==> config.mk <==
export PLATFORM = sky130hd
export DESIGN_NAME = piece_mover_flat
export DESIGN_NICKNAME = d
export VERILOG_FILES = /design/src/rtl/piece_mover_if.sv /design/src/rtl/piece_mover.sv /design/src/flat_wrapper.sv
export SDC_FILE = /design/constraint.sdc
export NUM_CORES = 1
export LEC_CHECK = 0
export CORE_UTILIZATION = 44
export CTS_CLUSTER_DIAMETER = 200
export DETAILED_ROUTE_END_ITERATION = 16
export PLACE_DENSITY = 0.7
export RECOVER_POWER = 50
export SKIP_LAST_GASP = 1
export SLEW_MARGIN = 5
export SYNTH_ARGS = -nofsm -noshare
export SYNTH_HDL_FRONTEND = slang
export SYNTH_SLANG_ARGS = --single-unit
==> constraint.sdc <==
create_clock -name iVGA_CLK -period 9.05 [get_ports iVGA_CLK]
set_input_delay 0.905 -clock iVGA_CLK [delete_from_list [all_inputs] [get_ports iVGA_CLK]]
set_output_delay 0.905 -clock iVGA_CLK [all_outputs]
set_load 0.005 [all_outputs]
==> src/rtl/piece_mover_if.sv <==
// piece_mover_if: button, board-flag and render bundle for the piece mover.
// master is the board/renderer side, slave is the mover itself.
interface piece_mover_if;
  logic       start_over;
  logic       pause;
  logic       left_n;
  logic       right_n;
  logic       down_n;
  logic       rot_n;
  logic [3:0] level;
  logic [2:0] shape_w;
  logic [2:0] shape_h;
  logic       blk_left;
  logic       blk_right;
  logic       blk_below;
  logic       spawn_blk;
  logic [9:0] ref_x;
  logic [9:0] ref_y;
  logic       rotate_req;
  logic       lock_pulse;
  logic       game_over;

  modport master (
    output start_over, pause, left_n, right_n, down_n, rot_n,
    output level, shape_w, shape_h,
    output blk_left, blk_right, blk_below, spawn_blk,
    input  ref_x, ref_y, rotate_req, lock_pulse, game_over
  );

  modport slave (
    input  start_over, pause, left_n, right_n, down_n, rot_n,
    input  level, shape_w, shape_h,
    input  blk_left, blk_right, blk_below, spawn_blk,
    output ref_x, ref_y, rotate_req, lock_pulse, game_over
  );
endinterface

==> src/rtl/piece_mover.sv <==
// piece_mover: falling-piece position, gravity, auto-repeat moves,
// rotation requests, lock and game-over for the Tetris playfield.
module piece_mover #(
  parameter int CELL      = 20,
  parameter int COLS      = 24,
  parameter int ROWS      = 24,
  parameter int SPAWN_COL = 14,
  parameter int TICK_BASE = 4500000,
  parameter int TICK_STEP = 500000,
  parameter int TICK_MIN  = 1000000,
  parameter int REPEAT    = 6000000,
  parameter int CNT_W     = 32
) (
  input  logic         iVGA_CLK,
  input  logic         reset,
  piece_mover_if.slave bus
);

  typedef enum logic [1:0] {FALL, LOCK, SPAWN, OVER} state_t;

  localparam logic [9:0] COLS_V  = 10'(COLS);
  localparam logic [9:0] ROWS_V  = 10'(ROWS);
  localparam logic [9:0] SPAWN_V = 10'(SPAWN_COL);
  localparam logic [9:0] RX_RST  = 10'(SPAWN_COL * CELL);
  localparam logic [CNT_W-1:0] ONE    = CNT_W'(1);
  localparam logic [CNT_W-1:0] BASE_V = CNT_W'(TICK_BASE);
  localparam logic [CNT_W-1:0] STEP_V = CNT_W'(TICK_STEP);
  localparam logic [CNT_W-1:0] MIN_V  = CNT_W'(TICK_MIN);
  localparam logic [CNT_W-1:0] REP_V  = CNT_W'(REPEAT);

  state_t           state_q, state_d;
  logic [9:0]       col_q, col_d;
  logic [9:0]       row_q, row_d;
  logic [9:0]       rx_q, ry_q;
  logic [CNT_W-1:0] grav_q, grav_d;
  logic [CNT_W-1:0] rep_q, rep_d;
  logic             rot_q, rot_d;

  // button bit order {rot, down, right, left}
  logic [3:0] btn, s1_q, s2_q;
  // edge-detect bit order {rot, right, left}
  logic [2:0] s3_q, press_q, press_d;

  logic [CNT_W-1:0] red, base, period, per_eff;
  logic tick, rep_fire, l_held, r_held, both;
  logic mv_l, mv_r, can_l, can_r, bottom, clamp;

  assign btn = {bus.rot_n, bus.down_n, bus.right_n, bus.left_n};

  // two-flop synchronisers plus one delayed copy for 1->0 detection
  always_ff @(posedge iVGA_CLK or posedge reset) begin
    if (reset) begin
      s1_q    <= '1;
      s2_q    <= '1;
      s3_q    <= '1;
      press_q <= '0;
    end else begin
      s1_q    <= btn;
      s2_q    <= s1_q;
      s3_q    <= {s2_q[3], s2_q[1:0]};
      press_q <= press_d;
    end
  end

  // press edges, gravity period and move legality
  always_comb begin
    press_d = s3_q & ~{s2_q[3], s2_q[1:0]};
    if (bus.start_over || bus.pause) press_d = '0;

    red     = CNT_W'(bus.level) * STEP_V;
    base    = (red >= BASE_V) ? '0 : BASE_V - red;
    period  = (base < MIN_V) ? MIN_V : base;
    per_eff = s2_q[2] ? period : (period >> 2);
    tick    = (per_eff <= ONE) || (grav_q >= per_eff - ONE);

    l_held   = ~s3_q[0];
    r_held   = ~s3_q[1];
    both     = l_held & r_held;
    rep_fire = rep_q >= REP_V - ONE;
    mv_l     = ~both & (press_q[0] | (l_held & rep_fire));
    mv_r     = ~both & (press_q[1] | (r_held & rep_fire));
    can_l    = (col_q != '0) & ~bus.blk_left;
    can_r    = (col_q + 10'(bus.shape_w) < COLS_V) & ~bus.blk_right;
    bottom   = (row_q + 10'(bus.shape_h) >= ROWS_V) | bus.blk_below;
    clamp    = col_q + 10'(bus.shape_w) > COLS_V;
  end

  // next state, position and counters
  always_comb begin
    state_d = state_q;
    col_d   = col_q;
    row_d   = row_q;
    grav_d  = grav_q;
    rep_d   = rep_q;
    rot_d   = 1'b0;
    if (bus.start_over) begin
      state_d = FALL;
      col_d   = SPAWN_V;
      row_d   = '0;
      grav_d  = '0;
      rep_d   = '0;
    end else if (!bus.pause) begin
      unique case (state_q)
        FALL: begin
          rot_d  = press_q[2];
          grav_d = grav_q + ONE;
          if (tick) begin
            grav_d = '0;
            if (bottom) state_d = LOCK;
            else row_d = row_q + 10'd1;
          end
          if (both || !(l_held || r_held)) rep_d = '0;
          else if (press_q[0] || press_q[1] || rep_fire) rep_d = '0;
          else rep_d = rep_q + ONE;
          if (clamp) col_d = COLS_V - 10'(bus.shape_w);
          else if (mv_l && can_l) col_d = col_q - 10'd1;
          else if (mv_r && can_r) col_d = col_q + 10'd1;
        end
        LOCK: begin
          state_d = SPAWN;
          rep_d   = '0;
        end
        SPAWN: begin
          col_d   = SPAWN_V;
          row_d   = '0;
          grav_d  = '0;
          state_d = bus.spawn_blk ? OVER : FALL;
        end
        OVER: begin
        end
      endcase
    end
  end

  // state, position, counters and registered pixel origin
  always_ff @(posedge iVGA_CLK or posedge reset) begin
    if (reset) begin
      state_q <= FALL;
      col_q   <= SPAWN_V;
      row_q   <= '0;
      grav_q  <= '0;
      rep_q   <= '0;
      rot_q   <= 1'b0;
      rx_q    <= RX_RST;
      ry_q    <= '0;
    end else begin
      state_q <= state_d;
      col_q   <= col_d;
      row_q   <= row_d;
      grav_q  <= grav_d;
      rep_q   <= rep_d;
      rot_q   <= rot_d;
      rx_q    <= 10'(col_d * CELL);
      ry_q    <= 10'(row_d * CELL);
    end
  end

  assign bus.ref_x      = rx_q;
  assign bus.ref_y      = ry_q;
  assign bus.rotate_req = rot_q;
  assign bus.lock_pulse = (state_q == LOCK) & ~bus.pause & ~bus.start_over;
  assign bus.game_over  = (state_q == OVER);

endmodule

==> src/flat_wrapper.sv <==
// flat-port wrapper written by rule: the top's interface ports become plain ports
module piece_mover_flat 
#(
  parameter int CELL      = 20,
  parameter int COLS      = 24,
  parameter int ROWS      = 24,
  parameter int SPAWN_COL = 14,
  parameter int TICK_BASE = 4500000,
  parameter int TICK_STEP = 500000,
  parameter int TICK_MIN  = 1000000,
  parameter int REPEAT    = 6000000,
  parameter int CNT_W     = 32
)
  (iVGA_CLK, reset, bus_start_over, bus_pause, bus_left_n, bus_right_n, bus_down_n, bus_rot_n, bus_level, bus_shape_w, bus_shape_h, bus_blk_left, bus_blk_right, bus_blk_below, bus_spawn_blk, bus_ref_x, bus_ref_y, bus_rotate_req, bus_lock_pulse, bus_game_over);
  piece_mover_if bus_i ();
  input  logic iVGA_CLK;
  input  logic reset;
  input wire logic [$bits(bus_i.start_over)-1:0] bus_start_over;
  input wire logic [$bits(bus_i.pause)-1:0] bus_pause;
  input wire logic [$bits(bus_i.left_n)-1:0] bus_left_n;
  input wire logic [$bits(bus_i.right_n)-1:0] bus_right_n;
  input wire logic [$bits(bus_i.down_n)-1:0] bus_down_n;
  input wire logic [$bits(bus_i.rot_n)-1:0] bus_rot_n;
  input wire logic [$bits(bus_i.level)-1:0] bus_level;
  input wire logic [$bits(bus_i.shape_w)-1:0] bus_shape_w;
  input wire logic [$bits(bus_i.shape_h)-1:0] bus_shape_h;
  input wire logic [$bits(bus_i.blk_left)-1:0] bus_blk_left;
  input wire logic [$bits(bus_i.blk_right)-1:0] bus_blk_right;
  input wire logic [$bits(bus_i.blk_below)-1:0] bus_blk_below;
  input wire logic [$bits(bus_i.spawn_blk)-1:0] bus_spawn_blk;
  output wire logic [$bits(bus_i.ref_x)-1:0] bus_ref_x;
  output wire logic [$bits(bus_i.ref_y)-1:0] bus_ref_y;
  output wire logic [$bits(bus_i.rotate_req)-1:0] bus_rotate_req;
  output wire logic [$bits(bus_i.lock_pulse)-1:0] bus_lock_pulse;
  output wire logic [$bits(bus_i.game_over)-1:0] bus_game_over;
  assign bus_i.start_over = bus_start_over;
  assign bus_i.pause = bus_pause;
  assign bus_i.left_n = bus_left_n;
  assign bus_i.right_n = bus_right_n;
  assign bus_i.down_n = bus_down_n;
  assign bus_i.rot_n = bus_rot_n;
  assign bus_i.level = bus_level;
  assign bus_i.shape_w = bus_shape_w;
  assign bus_i.shape_h = bus_shape_h;
  assign bus_i.blk_left = bus_blk_left;
  assign bus_i.blk_right = bus_blk_right;
  assign bus_i.blk_below = bus_blk_below;
  assign bus_i.spawn_blk = bus_spawn_blk;
  assign bus_ref_x = bus_i.ref_x;
  assign bus_ref_y = bus_i.ref_y;
  assign bus_rotate_req = bus_i.rotate_req;
  assign bus_lock_pulse = bus_i.lock_pulse;
  assign bus_game_over = bus_i.game_over;
  piece_mover #(.CELL(CELL), .COLS(COLS), .ROWS(ROWS), .SPAWN_COL(SPAWN_COL), .TICK_BASE(TICK_BASE), .TICK_STEP(TICK_STEP), .TICK_MIN(TICK_MIN), .REPEAT(REPEAT), .CNT_W(CNT_W)) u_core (.iVGA_CLK(iVGA_CLK), .reset(reset), .bus(bus_i));
endmodule
==> flow_summary.yaml <==
drt:
  final_antenna_net_count: 0
  drt-total-wl_mm: 22.60
  post-route-drc-count: 0
  route.detailed.wl_per_inst_um: 15.49
  routed_via_density: 5.654
  vias: 8249
  drtIter0Drc: 568
  dr.pass1.iters: 5
setup_path:
  crit_path_max_incr_delay_ps: 540
  reg2reg_from: "u_core.s2_q[2]"
  cp_data_required_time_ps: 9350
  setup.worst_path.start: "bus_level[0]"
  worstSetupStartpointType: "primary input"
  reg2reg_depth: 30
  critPathArrivalTime_ps: 8830
  crit_slowest_cell: "clkdlybuf4s50_1"
  critPathBufInv: 5
  reg2reg_slack_ps: 2040
  path_max_fanout: 13
  cp-end-kind: "register"
  crit_type: "in -> reg"
  path_depth: 37
  path_delay_family: "compound AO/OA/AOI/OAI gates"
outcome:
  violations: "max-capacitance violations, max-slew violations"
  status: "finished with violations"
logic_synthesis:
  synthFlopType: "dfrtp_1"
  synth_cell_types: 85
  syn_avg_cell_area_um2: 8.505
  yosysSeqAreaShare: 0.3097
  ys_ff_latch: 113
  synth_warnings: 0
  synth_edf_count: 0
  netlist_area_um2: 9194
  async_reset_ff_frac: 1.000
  syn-instance-count: 1081
final_layout:
  diodes: 0
  fillers: 1833
  fin_cells: 1459
  nets: 1290
  drive_gt1_frac: 0.1497
  area_growth_syn_to_layout_pct: 20.17
  utilization: 0.5425
clock_tree:
  clock_latency_ps: 430
  ctsHoldBuffers: 0
  cts_tree: "yes"
  clk_pin_slew_ps: 60
  cts_made_buffers: 17
  clock_sinks: 113
  cts-root-buf: "clkbuf_16"
  htreeDepth: 4
  cts_buffer_depth: 2
floorplan:
  die-area_um2: 21480
  die_w_um: 146.6
  start_util: 0.4515
  die-height_um: 146.6
  io_pins: 45
  num_rows: 52
  core_um2: 20360
sta:
  worstMarginPinSlew_ps: 3489
  period_needed_ps: 8533
  final-hold-violation-count: 0
  max_freq_mhz: 117.2
  period_share: 0.9429
  drv_slew: 116
  clock_skew_ps: 10.28
  setup_viol: 0
  rsz0062_at_grt: "false"
  max_slew_margin: -1.326
  holdWs_ps: 355.4
global_route:
  grt_pass1_vias: 8045
  grt_usage: 0.2196
  grt_max_degree: 68
  grt_pass1_wl_mm: 38.92
  grt-ovfl-total: 0
  antenna_found_initial: 0
min_path:
  hold_start: "u_core.s1_q[2]"
  hold_depth: 0
  holdCritPathClass: "reg -> reg"
flow_run:
  maxCapViolations: 2
place:
  place_hpwl_mm: 16.33
  io_buffers: 40
  gp_congestion: 0.9545
  dp.cells: 1423
power_and_ir_drop:
  vdd_drop_max_mv: 0.1331
  power_density_nw_per_um2: 161.7
  p_leak_nw: 4.983
cell families after synthesis:
kind of cell / Yosys count / synth area share
simple gates: 402 / 0.2248
compound gates: 302 / 0.2165
flops: 113 / 0.3097
buf+inv: 99 / 0.04505
fa+ha+maj: 92 / 0.1326
xor+xnor: 57 / 0.05430
mux: 14 / 0.01619
other cells: 2 / 0.0008169
synthesized netlist by cell type, types with 4 or more instances:
library cell,instances,area share
ha_1,83,0.11
a22o_1,4,0.0038
or2_2,8,0.0054
buf_4,9,0.0073
nand2_1,89,0.036
nand2b_1,13,0.0088
buf_2,7,0.0038
nor4b_1,4,0.0038
nor2_1,88,0.036
nand3_1,50,0.027
nor4_1,13,0.0088
o31ai_1,20,0.016
a21boi_0,5,0.0041
clkbuf_1,36,0.015
mux2_2,4,0.0049
and4_1,4,0.0038
o22ai_1,6,0.0041
dfstp_2,16,0.046
nand4b_1,5,0.0048
xnor2_1,35,0.033
and3_1,23,0.016
a31oi_1,13,0.0088
mux2i_1,9,0.0098
o211ai_1,4,0.0033
xor2_1,22,0.021
a22oi_1,4,0.0033
a21oi_1,50,0.027
nand4_1,20,0.014
dfrtp_1,97,0.26
o21a_1,4,0.0033
o41ai_1,6,0.0057
and2_1,15,0.010
o21ai_1,4,0.0022
a21o_1,24,0.020
nor3_1,36,0.020
o21ai_0,102,0.056
inv_1,44,0.018
a211oi_1,7,0.0057
fa_1,9,0.020
nor2b_1,13,0.0088
a41oi_1,6,0.0057
or3_1,5,0.0034
cell usage in the layout, fill, tap and decap left out, types with 21 or more instances in the layout:
| master | instances |
|---|---|
| xor2_1 | 21 |
| a21oi_1 | 43 |
| ha_1 | 79 |
| and3_1 | 23 |
| xnor2_1 | 33 |
| nand2_1 | 88 |
| nor3_1 | 36 |
| nor2_1 | 87 |
| o21ai_0 | 96 |
| a21o_1 | 24 |
| buf_4 | 77 |
| nand3_1 | 49 |
| inv_1 | 43 |
| dfrtp_1 | 97 |
final timing paths:
path / to
setup / recovery: u_core.bus.ref_y[9]
hold / removal: u_core.s2_q[2]
setup reg to reg: u_core.bus.ref_y[9]
hold reg to reg: u_core.s2_q[2]
max in group asynchronous: u_core.bus.ref_y[9]
min in group asynchronous: u_core.bus.ref_x[5]
sequential cells by signal, summed over array words and instances, names as in the netlist:
| register | cells |
|---|---|
| u_core.s2_q | 4 |
| u_core.row_q | 10 |
| u_core.grav_q | 32 |
| u_core.col_q | 10 |
| u_core.bus.rotate_req | 1 |
| u_core.s3_q | 3 |
| u_core.press_q | 3 |
| u_core.bus.ref_y | 6 |
| u_core.state_q | 2 |
| u_core.bus.ref_x | 6 |
| u_core.rep_q | 32 |
| u_core.s1_q | 4 |
layer usage:
layer  vias up  GRT usage  wire length (µm)
met5         -          0                 0
met4         0    0.06563               341
met3        38    0.03781               727
met2       150     0.3571             10640
met1      3923     0.2982             10880
li1       4138          -                 -
where the power goes:
group | switching, mW | internal [mW]
combinational | 0.321 | 0.268
sequential | 0.00870 | 0.518
clock | 0.280 | 0.391
stage by stage:
stage	TNS (ps)	setup slack, ps	power (mW)	cell area, µm²
3_3_place_gp	-60.28	-60.28	1.081	10300
2_1_floorplan	0	2.866	0.8976	9244
3_5_place_dp	-426.7	-426.7	1.089	10300
5_1_grt	0	10.76	1.889	11050
4_1_cts	0	52.20	1.770	10900
6_report	0	516.6	1.786	11050
repair_timing:
item	4_1_cts	5_1_grt
setup buffers	0	4
hold endpoints to repair	0	0
pin swaps	0	18
setup endpoints to repair	1	1
resized for setup	1	33
layout make-up:
class                           count  area [µm²]  area share
Multi-Input combinational cell    880        6112      0.5532
Sequential cell                   113        2848      0.2578
Timing Repair Buffer              119       993.5     0.08992
Clock buffer                       17       425.4     0.03851
Tap cell                          270       337.8     0.03058
Inverter                           45       170.2     0.01540
Clock inverter                     15       161.4     0.01461
Note: power is estimated with default switching activity, not from simulation.
